**src/rtl/stopwatch_ctrl.sv**
```systemverilog
// -----------------------------------------------------------------------------
// stopwatch_ctrl
//   Control block for a 1 Hz mod-60 stopwatch. Two raw push buttons are
//   synchronized, debounced and turned into single-cycle press events. Those
//   events drive a four-state FSM (IDLE / RUN / LAPF / STOP). The FSM gates the
//   prescaler tick into the counter, clears the counter while idle, and can
//   freeze the display on a captured lap value.
//
// Parameters
//   DB_MAX      debounce stability window in clk_i cycles (2 .. 2^20-1)
//
// Ports
//   clk_i       system clock, rising edge
//   rst_ni      asynchronous active-low reset
//   tick_i      one-cycle 1 Hz enable from the prescaler
//   btn_ss_i    raw start/stop button, active high, asynchronous
//   btn_lap_i   raw lap/clear button, active high, asynchronous
//   cnt10_i     live ones digit from the mod-60 counter (0..9)
//   cnt6_i      live tens digit from the mod-60 counter (0..5)
//   cnt_en_o    count-enable pulse to the counter
//   cnt_clr_o   synchronous clear request to the counter (high in IDLE)
//   disp10_o    ones digit to the display decoder
//   disp6_o     tens digit to the display decoder
//   state_o     FSM state: IDLE=00, RUN=01, LAPF=10, STOP=11
//   lap_led_o   high while the display is frozen on a lap value
// -----------------------------------------------------------------------------
module stopwatch_ctrl #(
  parameter int unsigned DB_MAX = 60000
) (
  input  logic       clk_i,
  input  logic       rst_ni,
  input  logic       tick_i,
  input  logic       btn_ss_i,
  input  logic       btn_lap_i,
  input  logic [3:0] cnt10_i,
  input  logic [2:0] cnt6_i,
  output logic       cnt_en_o,
  output logic       cnt_clr_o,
  output logic [3:0] disp10_o,
  output logic [2:0] disp6_o,
  output logic [1:0] state_o,
  output logic       lap_led_o
);

  typedef enum logic [1:0] {
    IDLE = 2'b00,
    RUN  = 2'b01,
    LAPF = 2'b10,
    STOP = 2'b11
  } state_e;

  // Last count value of a mismatch run; reaching it completes DB_MAX cycles.
  localparam logic [19:0] DbLast = 20'(DB_MAX - 1);

  // Bit 0 is the start/stop button, bit 1 is the lap button.
  logic [1:0]       btn_raw;
  logic [1:0]       sync1_q, sync2_q;
  logic [1:0]       level_q, level_d;
  logic [1:0]       ev_q, ev_d;
  logic [1:0][19:0] db_cnt_q, db_cnt_d;

  state_e     state_q, state_d;
  logic [6:0] lap_q, lap_d;
  logic       ss_ev, lap_ev;

  assign btn_raw = {btn_lap_i, btn_ss_i};

  // Debounce: count consecutive cycles in which the synchronized input
  // disagrees with the debounced level; any agreement restarts the run.
  // The event is the registered rising edge of the debounced level, so it
  // is high in the first cycle the new level is visible.
  always_comb begin
    level_d  = level_q;
    db_cnt_d = '0;
    ev_d     = '0;
    for (int b = 0; b < 2; b++) begin
      if (sync2_q[b] != level_q[b]) begin
        if (db_cnt_q[b] == DbLast) begin
          level_d[b] = sync2_q[b];
        end else begin
          db_cnt_d[b] = db_cnt_q[b] + 20'd1;
        end
      end
      ev_d[b] = level_d[b] & ~level_q[b];
    end
  end

  always_ff @(posedge clk_i or negedge rst_ni) begin
    if (!rst_ni) begin
      sync1_q  <= '0;
      sync2_q  <= '0;
      level_q  <= '0;
      db_cnt_q <= '0;
      ev_q     <= '0;
    end else begin
      sync1_q  <= btn_raw;
      sync2_q  <= sync1_q;
      level_q  <= level_d;
      db_cnt_q <= db_cnt_d;
      ev_q     <= ev_d;
    end
  end

  // Start/stop wins when both events land in the same cycle.
  assign ss_ev  = ev_q[0];
  assign lap_ev = ev_q[1] & ~ev_q[0];

  always_comb begin
    state_d = state_q;
    lap_d   = lap_q;
    unique case (state_q)
      IDLE: begin
        if (ss_ev) state_d = RUN;
      end
      RUN: begin
        if (ss_ev) begin
          state_d = STOP;
        end else if (lap_ev) begin
          state_d = LAPF;
          lap_d   = {cnt6_i, cnt10_i};
        end
      end
      LAPF: begin
        if (ss_ev)       state_d = STOP;
        else if (lap_ev) state_d = RUN;
      end
      STOP: begin
        if (ss_ev)       state_d = RUN;
        else if (lap_ev) state_d = IDLE;
      end
      default: state_d = IDLE;
    endcase
  end

  always_ff @(posedge clk_i or negedge rst_ni) begin
    if (!rst_ni) begin
      state_q <= IDLE;
      lap_q   <= '0;
    end else begin
      state_q <= state_d;
      lap_q   <= lap_d;
    end
  end

  // Outputs decode the registered state only, so a tick coinciding with a
  // RUN->STOP edge is still counted.
  assign cnt_en_o  = tick_i & ((state_q == RUN) | (state_q == LAPF));
  assign cnt_clr_o = (state_q == IDLE);
  assign lap_led_o = (state_q == LAPF);
  assign state_o   = state_q;
  assign disp6_o   = (state_q == LAPF) ? lap_q[6:4] : cnt6_i;
  assign disp10_o  = (state_q == LAPF) ? lap_q[3:0] : cnt10_i;

endmodule

```
**config.mk**
```make
export PLATFORM = sky130hd
export DESIGN_NAME = stopwatch_ctrl
export DESIGN_NICKNAME = d
export VERILOG_FILES = /design/src/rtl/stopwatch_ctrl.sv
export SDC_FILE = /design/constraint.sdc
export NUM_CORES = 1
export LEC_CHECK = 0
export BUFFER_PORTS_ARGS = -buffer_cell sky130_fd_sc_hd__buf_2
export CAP_MARGIN = 20
export CORE_ASPECT_RATIO = 2
export CORE_MARGIN = 2
export CORE_UTILIZATION = 64
export DETAILED_ROUTE_END_ITERATION = 10
export GPL_ROUTABILITY_DRIVEN = 0
export PLACE_DENSITY = 0.86
export SLEW_MARGIN = 20
export SYNTH_ARGS = -nofsm -noshare
export SYNTH_HDL_FRONTEND = slang
export SYNTH_SLANG_ARGS = --single-unit
```
**constraint.sdc**
```tcl
create_clock -name clk_i -period 3.1 [get_ports clk_i]
set_input_delay 0.155 -clock clk_i [delete_from_list [all_inputs] [get_ports clk_i]]
set_output_delay 0.155 -clock clk_i [all_outputs]
set_load 0.005 [all_outputs]
```
Yosys cells after proc, flatten, opt, wreduce, memory -nomap -nowiden
Index checks and enable logic that the tools add are counted.
{"block": "op_classes", "shift": 0, "div": 0, "n_reduce_logical": 3, "n_eq_ne": 11, "bitwise": 8, "mul": 0, "n_addsub": 2, "n_lt_le_gt_ge": 0, "n_mux": 18}
{"operator": "2-to-1 mux 20 bit", "n": 4}
{"operator": "adder 20 x 1 -> 20 bit, second input constant", "n": 2}
{"operator": "equality test 20 x 16 -> 1 bit, second input constant", "n": 2}
{"operator": "2-to-1 mux 2 bit", "n": 7}
{"operator": "case mux 2 bit (4 select lines)", "n": 1}
{"operator": "!= test 3 bit, second input constant", "n": 2}
{"operator": "bitwise AND 1 bit", "n": 4}
{"operator": "equality test 2 bit, second input constant", "n": 2}
{"operator": "2-to-1 mux 1 bit", "n": 4}
{"operator": "2-to-1 mux 4 bit", "n": 1}
{"operator": "AND reduction 4 bit", "n": 1}
{"operator": "2-to-1 mux 3 bit", "n": 1}
{"operator": "!= test 3 x 1 -> 1 bit, second input constant", "n": 1}
{"operator": "inverter 1 bit", "n": 3}
{"operator": "AND reduction 3 bit", "n": 1}
{"operator": "equality test 2 x 1 -> 1 bit, second input constant", "n": 1}
{"operator": "zero test 2 bit", "n": 1}
{"operator": "!= test 1 bit", "n": 2}
{"operator": "!= test 2 x 1 -> 1 bit, second input constant", "n": 1}
{"operator": "OR 1 bit", "n": 1}
{"block": "word_totals", "rom_bits": 0, "reg_bits": 57, "out_inout_bits": 12, "latch_bits": 0, "elab_cells": 50, "ram_bits": 0, "mem_count": 0, "in_bits": 12}

Longest topological paths before layout
Gate-level depths: netlist of run 1.
{"block": "logic_depth", "word_depth": 5, "ltp_mapped": 7, "ltp_nobuf": 6}

Worst setup path before layout of run 1
OpenSTA, ideal clock, no wires.
{"block": "synth_timing", "path_kind": "register -> register", "from": "reg state_q[0] (netlist: state_o[0])", "to": "reg state_q[0] (netlist: state_o[0])", "required_time_ps": 3001, "setup_time_ps": 99, "arrival_time_ps": 1650, "setup_slack_ps": 1350, "stages_incl_launch_ff": 8, "synth_period_minus_slack_ps": 1750, "path_cell_list": "dfrtp_1 > inv_1 > ha_1 > clkbuf_1 > nor3_1 > o21bai_1 > nor4_1 > a311oi_1"}
{"block": "synth_between", "elab_chain_cells": 3, "word_cells_on_any_way": 10}
{"element": "from (decl)", "line": "62", "source": "state_e state_q, state_d;"}
{"element": "from (signal assigned)", "line": "140", "source": "state_q <= state_d;"}
{"element": "equality test 2 bit *"}
{"element": "via lap_led_o", "line": "42", "source": "output logic lap_led_o"}
{"element": "!= test 3 x 1 -> 1 bit (no source line)"}
{"element": "AND reduction 4 bit (no source line)"}
Mark *: on every way through the listed nets, which the timed path passes. The rest lies on a longest branch.
A chain may end at the register's enable or synchronous reset.

Worst setup path after layout of run 1
{"block": "layout_timing", "from": "reg state_q[0] (netlist: state_o[0])", "to": "out disp6_o[2]"}
{"block": "layout_between", "elab_chain_cells": 2}
{"element": "equality test 2 bit", "line": "151", "source": "assign disp6_o = (state_q == LAPF) ? lap_q[6:4] : cnt6_i;"}
{"element": "2-to-1 mux 3 bit", "line": "151"}
{"element": "to (decl)", "line": "40", "source": "output logic [2:0] disp6_o,"}
Every way passes these cells.

==> flow_summary.ini, run 1 <==
[die]
die_x_um = 51.64
ios = 24
design.core.area_mm2 = 0.004339
die_h_um = 99.28
dieArea_mm2 = 0.005127
start_util_pct = 66.96
row_count = 34

[yosys]
ys_warn_count = 0
ys_ff_latch = 57
syn-num-nets = 288
synth_cell_types = 43
synth_area_mm2 = 0.002905
synth_edf_count = 0
synthesis.instances = 269
syn_area_per_cell_um2 = 10.80
ys_seq_area_share_pct = 49.10
synth-async-reset-ratio_pct = 100.0
synth_top_flop_cell = dfrtp_1

[setup_path]
rr_worst_depth = 5
crit_arrival_ns = 1.89
rr_endpoint = db_cnt_q[16]
slowest_delay_ns = 0.44
start_kind = flip-flop
end_kind = output port
path_class = reg -> out
critPathLaunch = state_o[0]
cpMaxStageDelayCell = ha_1
reg2reg_from = db_cnt_q[0]
critPathCapture = disp6_o[2]
rrSetupSlack_ns = 1.06
critPathRequiredTime_ns = 2.94
crit_chain = inv_1 -> ha_1 -> mux2_2 -> buf_2
cp_max_fo = 10

[detailed_routing]
vias_per_cell = 6.033
first_pass_iters = 6
ant_nets = 0
vias = 2184
drt_wl_total_um = 5892
drc = 0
drt_iter0_drc = 44
wl_per_cell_um = 16.28

[global_route]
grt_use_total_pct = 26.06
grt_overflow = 0
grt_pass1_vias = 2189
grt_max_degree = 35
antenna_found_initial = 0
grt_pass1_wl_um = 9784

[sta]
tightest_slew_ns = 0.7390
fin_setup_tns_ns = 0
clock.fmax_mhz = 489.6
setup_viol = 0
fin_skew_ns = 0.006666
hold_slack_ns = 0.06914
slew_violations = 0
rsz0062_at_grt = no
post-route-period-util_pct = 65.89
setup_ws_ns = 1.057
hold_viol = 0
maxSlewHeadroom_pct = 50.73
min_period_ns = 2.043

[clocking]
cts_buffers = 9
postCtsSetupBuffers = 0
cts.sinks = 57
cts_root_buf = clkbuf_8
clk_pin_slew_ns = 0.06
tritoncts = done
clk_latency_ns = 0.33
cts_buffer_depth = 2
cts_max_level = 3
cts_resized = 0

[cells_and_area]
synthToLayoutAreaGrowth_pct = 13.61
final_common_cell = dfrtp_1
antenna_cells = 0
stdcell_area_mm2 = 0.003301
layout-drive-gt1-share_pct = 22.08
nets = 322
layout_common_cells = dfrtp_1 (57), nor2_1 (42), xnor2_1 (25)

[placement]
hpwl_um = 4226
place_area_mm2 = 0.003074
io_buffer_count = 23
place_ws_ns = 1.206

[power_and_ir_drop]
p_per_area_mw_per_mm2 = 457.0
vdd_drop_max_mv = 0.4657
leakage_nw = 1.407
power_mw = 1.509

[outcome]
status = finished, final reports clean

[hold_path]
min_path_type = in -> reg

[run]
maxCapViolCount = 0
flip-flops by register name, indices dropped and copies added, names as in the netlist:
register and count:
db_cnt_q 40, lap_q 7, state_o 2, level_q 2, ev_q 2, sync1_q 2, sync2_q 2
logic make-up (layout without fill, tap and decap cells):
kind of cell,after synthesis,count (layout),synth area share (%)
xor gates and xnor gates,32,32,9.647
buffers and inverters,13,52,1.894
muxes,18,18,6.891
AOI/OAI and AO/OA,20,20,5.255
adders and majority gates,7,7,3.015
DFF,57,57,49.10
and+or+nand+nor,122,122,24.20
how the worst min path moves through the flow:
| stage | from | endpoint | slack (ns) | cells after the start |
|---|---|---|---|---|
| 2_1_floorplan | rst_ni | db_cnt_q[0] | -0.14 | 0 |
| 3_3_place_gp | rst_ni | db_cnt_q[30] | 0.25 | 1 |
| 3_5_place_dp | rst_ni | db_cnt_q[30] | 0.26 | 1 |
| 4_1_cts | cnt10_i[1] | lap_q[1] | 0.05 | 2 |
| 5_1_grt | cnt10_i[1] | lap_q[1] | 0.06 | 2 |
| 6_report | cnt10_i[1] | lap_q[1] | 0.07 | 2 |
synth_stat cells, types with 2 or more instances:
cell	n	area, um2
and4_1	3	26.28
nand4_2	2	25.02
nand4_1	7	43.79
nand3_1	10	50.05
inv_1	9	33.78
mux2i_1	2	20.02
and3_1	4	25.02
nor2_1	42	157.7
o21ai_0	4	20.02
dfrtp_1	57	1426
a2111oi_1	2	20.02
nor4b_1	2	17.52
a21bo_2	2	20.02
nand3_2	2	20.02
a21oi_1	4	20.02
nor3_1	10	50.05
mux2_2	16	180.2
xor2_1	7	61.31
nor4_4	2	42.54
nor4_1	14	87.58
nand3b_1	2	15.01
and2_1	3	18.77
nor3b_1	3	22.52
ha_1	7	87.58
nand2_1	11	41.29
xnor2_1	25	219.0
critical path: cells and delay by family (launching register included):
kind / cells / cell delay (ns)
fa+ha+maj: 1 / 0.44
flops: 1 / 0.42
buf+inv: 2 / 0.31
mux: 1 / 0.39
metrics by stage:
step,cells,utilization [%]
2_1_floorplan,269,-
3_3_place_gp,343,70.85
3_5_place_dp,343,70.85
4_1_cts,362,76.07
5_1_grt,362,76.07
6_report,362,76.07
power breakdown:
group	switching [mW]	total (mW)	internal, mW
Clock	0.284	0.674	0.390
Combinational	0.0375	0.0645	0.0270
Sequential	0.0128	0.770	0.758
final cells by class:
type	count	area, um2
flip-flops and latches	57	1426
multi-input cells	199	1424
fillers	330	1039
repair buffers	27	152.6
clock buffers	11	141.4
well taps	54	67.56
clock inverters	5	55.05
inverters	9	33.78
layer usage:
metal	part of all wire [%]	track usage, %	up-vias
met5	0	0	-
met4	3.9	14.98	0
met3	3.1	6.306	23
met2	58	45.76	62
met1	35	27.09	1073
li1	-	-	1026
repair_timing:
item	in CTS	in global routing
hold buffers	3	0
hold endpoints to repair	35	0
setup endpoints to repair	0	0
No activity file was read; power rests on OpenSTA's default activity.
==> run 2, diff against run 1 <==
- ABC_AREA: unset -> 1
- CORE_UTILIZATION: 64 -> 54
- PLACE_DENSITY: 0.86 -> 0.76
- clock period: 3.1 -> 1.65 ns (I/O delays scaled with it)
==> run 2 against run 1 <==
Non-clock buffer count rose by 4. Combinational power rose by 86%. Wire length rose by 35%. Largest cell class is now multi-input combinational cells.
==> flow_summary.ini, run 2 <==
[hold_path]
min_path_type = in -> reg

[detailed_routing]
ant_nets = 0
vias_per_cell = 5.282
drt_wl_total_um = 7978
first_pass_iters = 6
vias = 2974
drc = 0
wl_per_cell_um = 14.17
drt_iter0_drc = 144

[placement]
place_area_mm2 = 0.003510
hpwl_um = 6046
io_buffer_count = 23
place_ws_ns = 0.1532

[clocking]
cts_buffer_depth = 2
cts_root_buf = clkbuf_16
cts_max_level = 3
cts_buffers = 9
clk_latency_ns = 0.33
clk_pin_slew_ns = 0.05
tritoncts = done
cts.sinks = 57

[setup_path]
end_kind = output port
path_class = reg -> out
rrSetupSlack_ns = 0.16
critPathLaunch = state_o[0]
critPathRequiredTime_ns = 1.57
crit_arrival_ns = 1.44
reg2reg_from = db_cnt_q[0]
cp_max_fo = 16
rr_worst_depth = 9
start_kind = flip-flop
rr_endpoint = db_cnt_q[16]
critPathCapture = disp6_o[1]

[yosys]
ys_ff_latch = 57
synth_top_flop_cell = dfrtp_1
ys_seq_area_share_pct = 43.07
synth.most_common_cell = nand2_1
ys_top_cells_by_count = nand2_1 (114), nor2_1 (101), dfrtp_1 (57)
synth_edf_count = 0
syn_area_per_cell_um2 = 7.184
yosys.area.top_type = dfrtp_1
synth_cell_types = 25
syn-num-nets = 480
synthesis.instances = 461
synth.area.top_cells = dfrtp_1 (43%), nand2_1 (13%), nor2_1 (11%), inv_1 (6.2%), nand3_1 (5.3%)
ys_warn_count = 0
synth_area_mm2 = 0.003312
synth-async-reset-ratio_pct = 100.0
synth_top_area_share_pct = 43.07

[die]
die_x_um = 59.38
dieArea_mm2 = 0.006813
start_util_pct = 55.61
row_count = 40
design.core.area_mm2 = 0.005956
die_h_um = 114.8
ios = 24

[sta]
hold_viol = 0
clock.fmax_mhz = 656.0
tightest_slew_ns = 0.5501
hold_slack_ns = 0.02433
post-route-period-util_pct = 92.39
maxSlewHeadroom_pct = 63.33
setup_viol = 0
min_period_ns = 1.524
fin_skew_ns = 0.003158
setup_ws_ns = 0.1256
rsz0062_at_grt = no
slew_violations = 0
fin_setup_tns_ns = 0

[run]
maxCapViolCount = 0

[cells_and_area]
antenna_cells = 0
top_regs = db_cnt_q (40), lap_q (7)
nets = 514
synthToLayoutAreaGrowth_pct = 17.08
nFillCells = 538
regMostFlops = db_cnt_q
layout-drive-gt1-share_pct = 13.00
layout_common_cells = nand2_1 (114), nor2_1 (101), dfrtp_1 (57)
stdcell_area_mm2 = 0.003877
final_common_cell = nand2_1
largest_register_ffs = 40

[global_route]
grt_use_total_pct = 26.63
grt_pass1_wl_um = 13430
grt_max_degree = 35
grt_overflow = 0
antenna_found_initial = 0
grt_pass1_vias = 3099

[power_and_ir_drop]
p_per_area_mw_per_mm2 = 913.1
leakage_nw = 1.805
vdd_drop_max_mv = 0.8555

[outcome]
status = finished, final reports clean
[run 2: cell count changes in the layout (fill, tap and decap cells not counted), sizes merged, moves of 19 or more]
cell	change
inv	+47
nand2	+108
nand3	+22
nor2	+71
o21ai	+24
xnor2	-19
[run 2: where the power goes]
part           total (mW)  internal [mW]  switching, mW
sequential           1.43           1.42         0.0128
combinational       0.120         0.0426         0.0774
clock                1.99           1.36          0.633
[run 2: metal layers]
layer  part of all wire, %  routed length, um  vias up  GRT usage [%]
met4                   6.2                497        0          20.15
met1                    33               2669     1360          23.87
met5                     0                  0        -              0
li1                      -                  -     1500              -
met3                   2.4                191       46          4.949
met2                    58               4618       68          49.08
[run 2: worst min path at each step]
stage | start | end | slack (ns) | cells past startpoint
finish | cnt10_i[1] | lap_q[1] | 0.02 | 3
global route | cnt10_i[0] | lap_q[0] | 0.05 | 3
CTS | cnt10_i[1] | lap_q[1] | 0.02 | 3
detailed placement | rst_ni | db_cnt_q[17] | 0.10 | 1
global placement | rst_ni | db_cnt_q[11] | 0.1 | 1
floorplan | rst_ni | db_cnt_q[0] | -0.21 | 0
[run 2: cells by family (layout without fill, tap and decap cells)]
kind of cell / count (synthesis) / after routing / synth area share [%]
compound gates: 32 / 32 / 4.987
xor+xnor: 19 / 19 / 5.025
fa+ha+maj: 7 / 7 / 2.644
buf+inv: 64 / 103 / 7.518
flops: 57 / 57 / 43.07
simple gates: 282 / 282 / 36.76
[run 2: final cells by class]
type	instances	area (um2)	share of cell area, %
multi-input cells	340	1642	42.34
well taps	63	78.83	2.033
flip-flops and latches	57	1426	36.79
repair buffers	31	198.9	5.131
inverters	56	210.2	5.421
clock inverters	5	78.83	2.033
clock buffers	11	242.7	6.260
[run 2: critical path: stages (launching register included)]
cell and delay (ns):
dfrtp_1 0.38, inv_2 0.07, ha_1 0.22, buf_6 0.15, o21ai_0 0.16, buf_2 0.14
[run 2: per-stage QoR]
stage          utilization [%]  total power, mW  instances
4_1_cts                  64.96            3.575        563
3_3_place_gp             58.93            1.568        543
3_5_place_dp             58.93            1.570        543
2_1_floorplan                -            1.500        461
5_1_grt                  65.11            3.654        563
6_report                 65.11            3.541        563
[run 2: what timing repair did]
action / 4_1_cts / 5_1_grt
hold buffers: 3 / 0
endpoints found under the hold margin: 25 / 0
buffers inserted: 1 / 0
resized for setup: 0 / 4
endpoints found under the setup margin: 7 / 8
pin swaps: 0 / 0
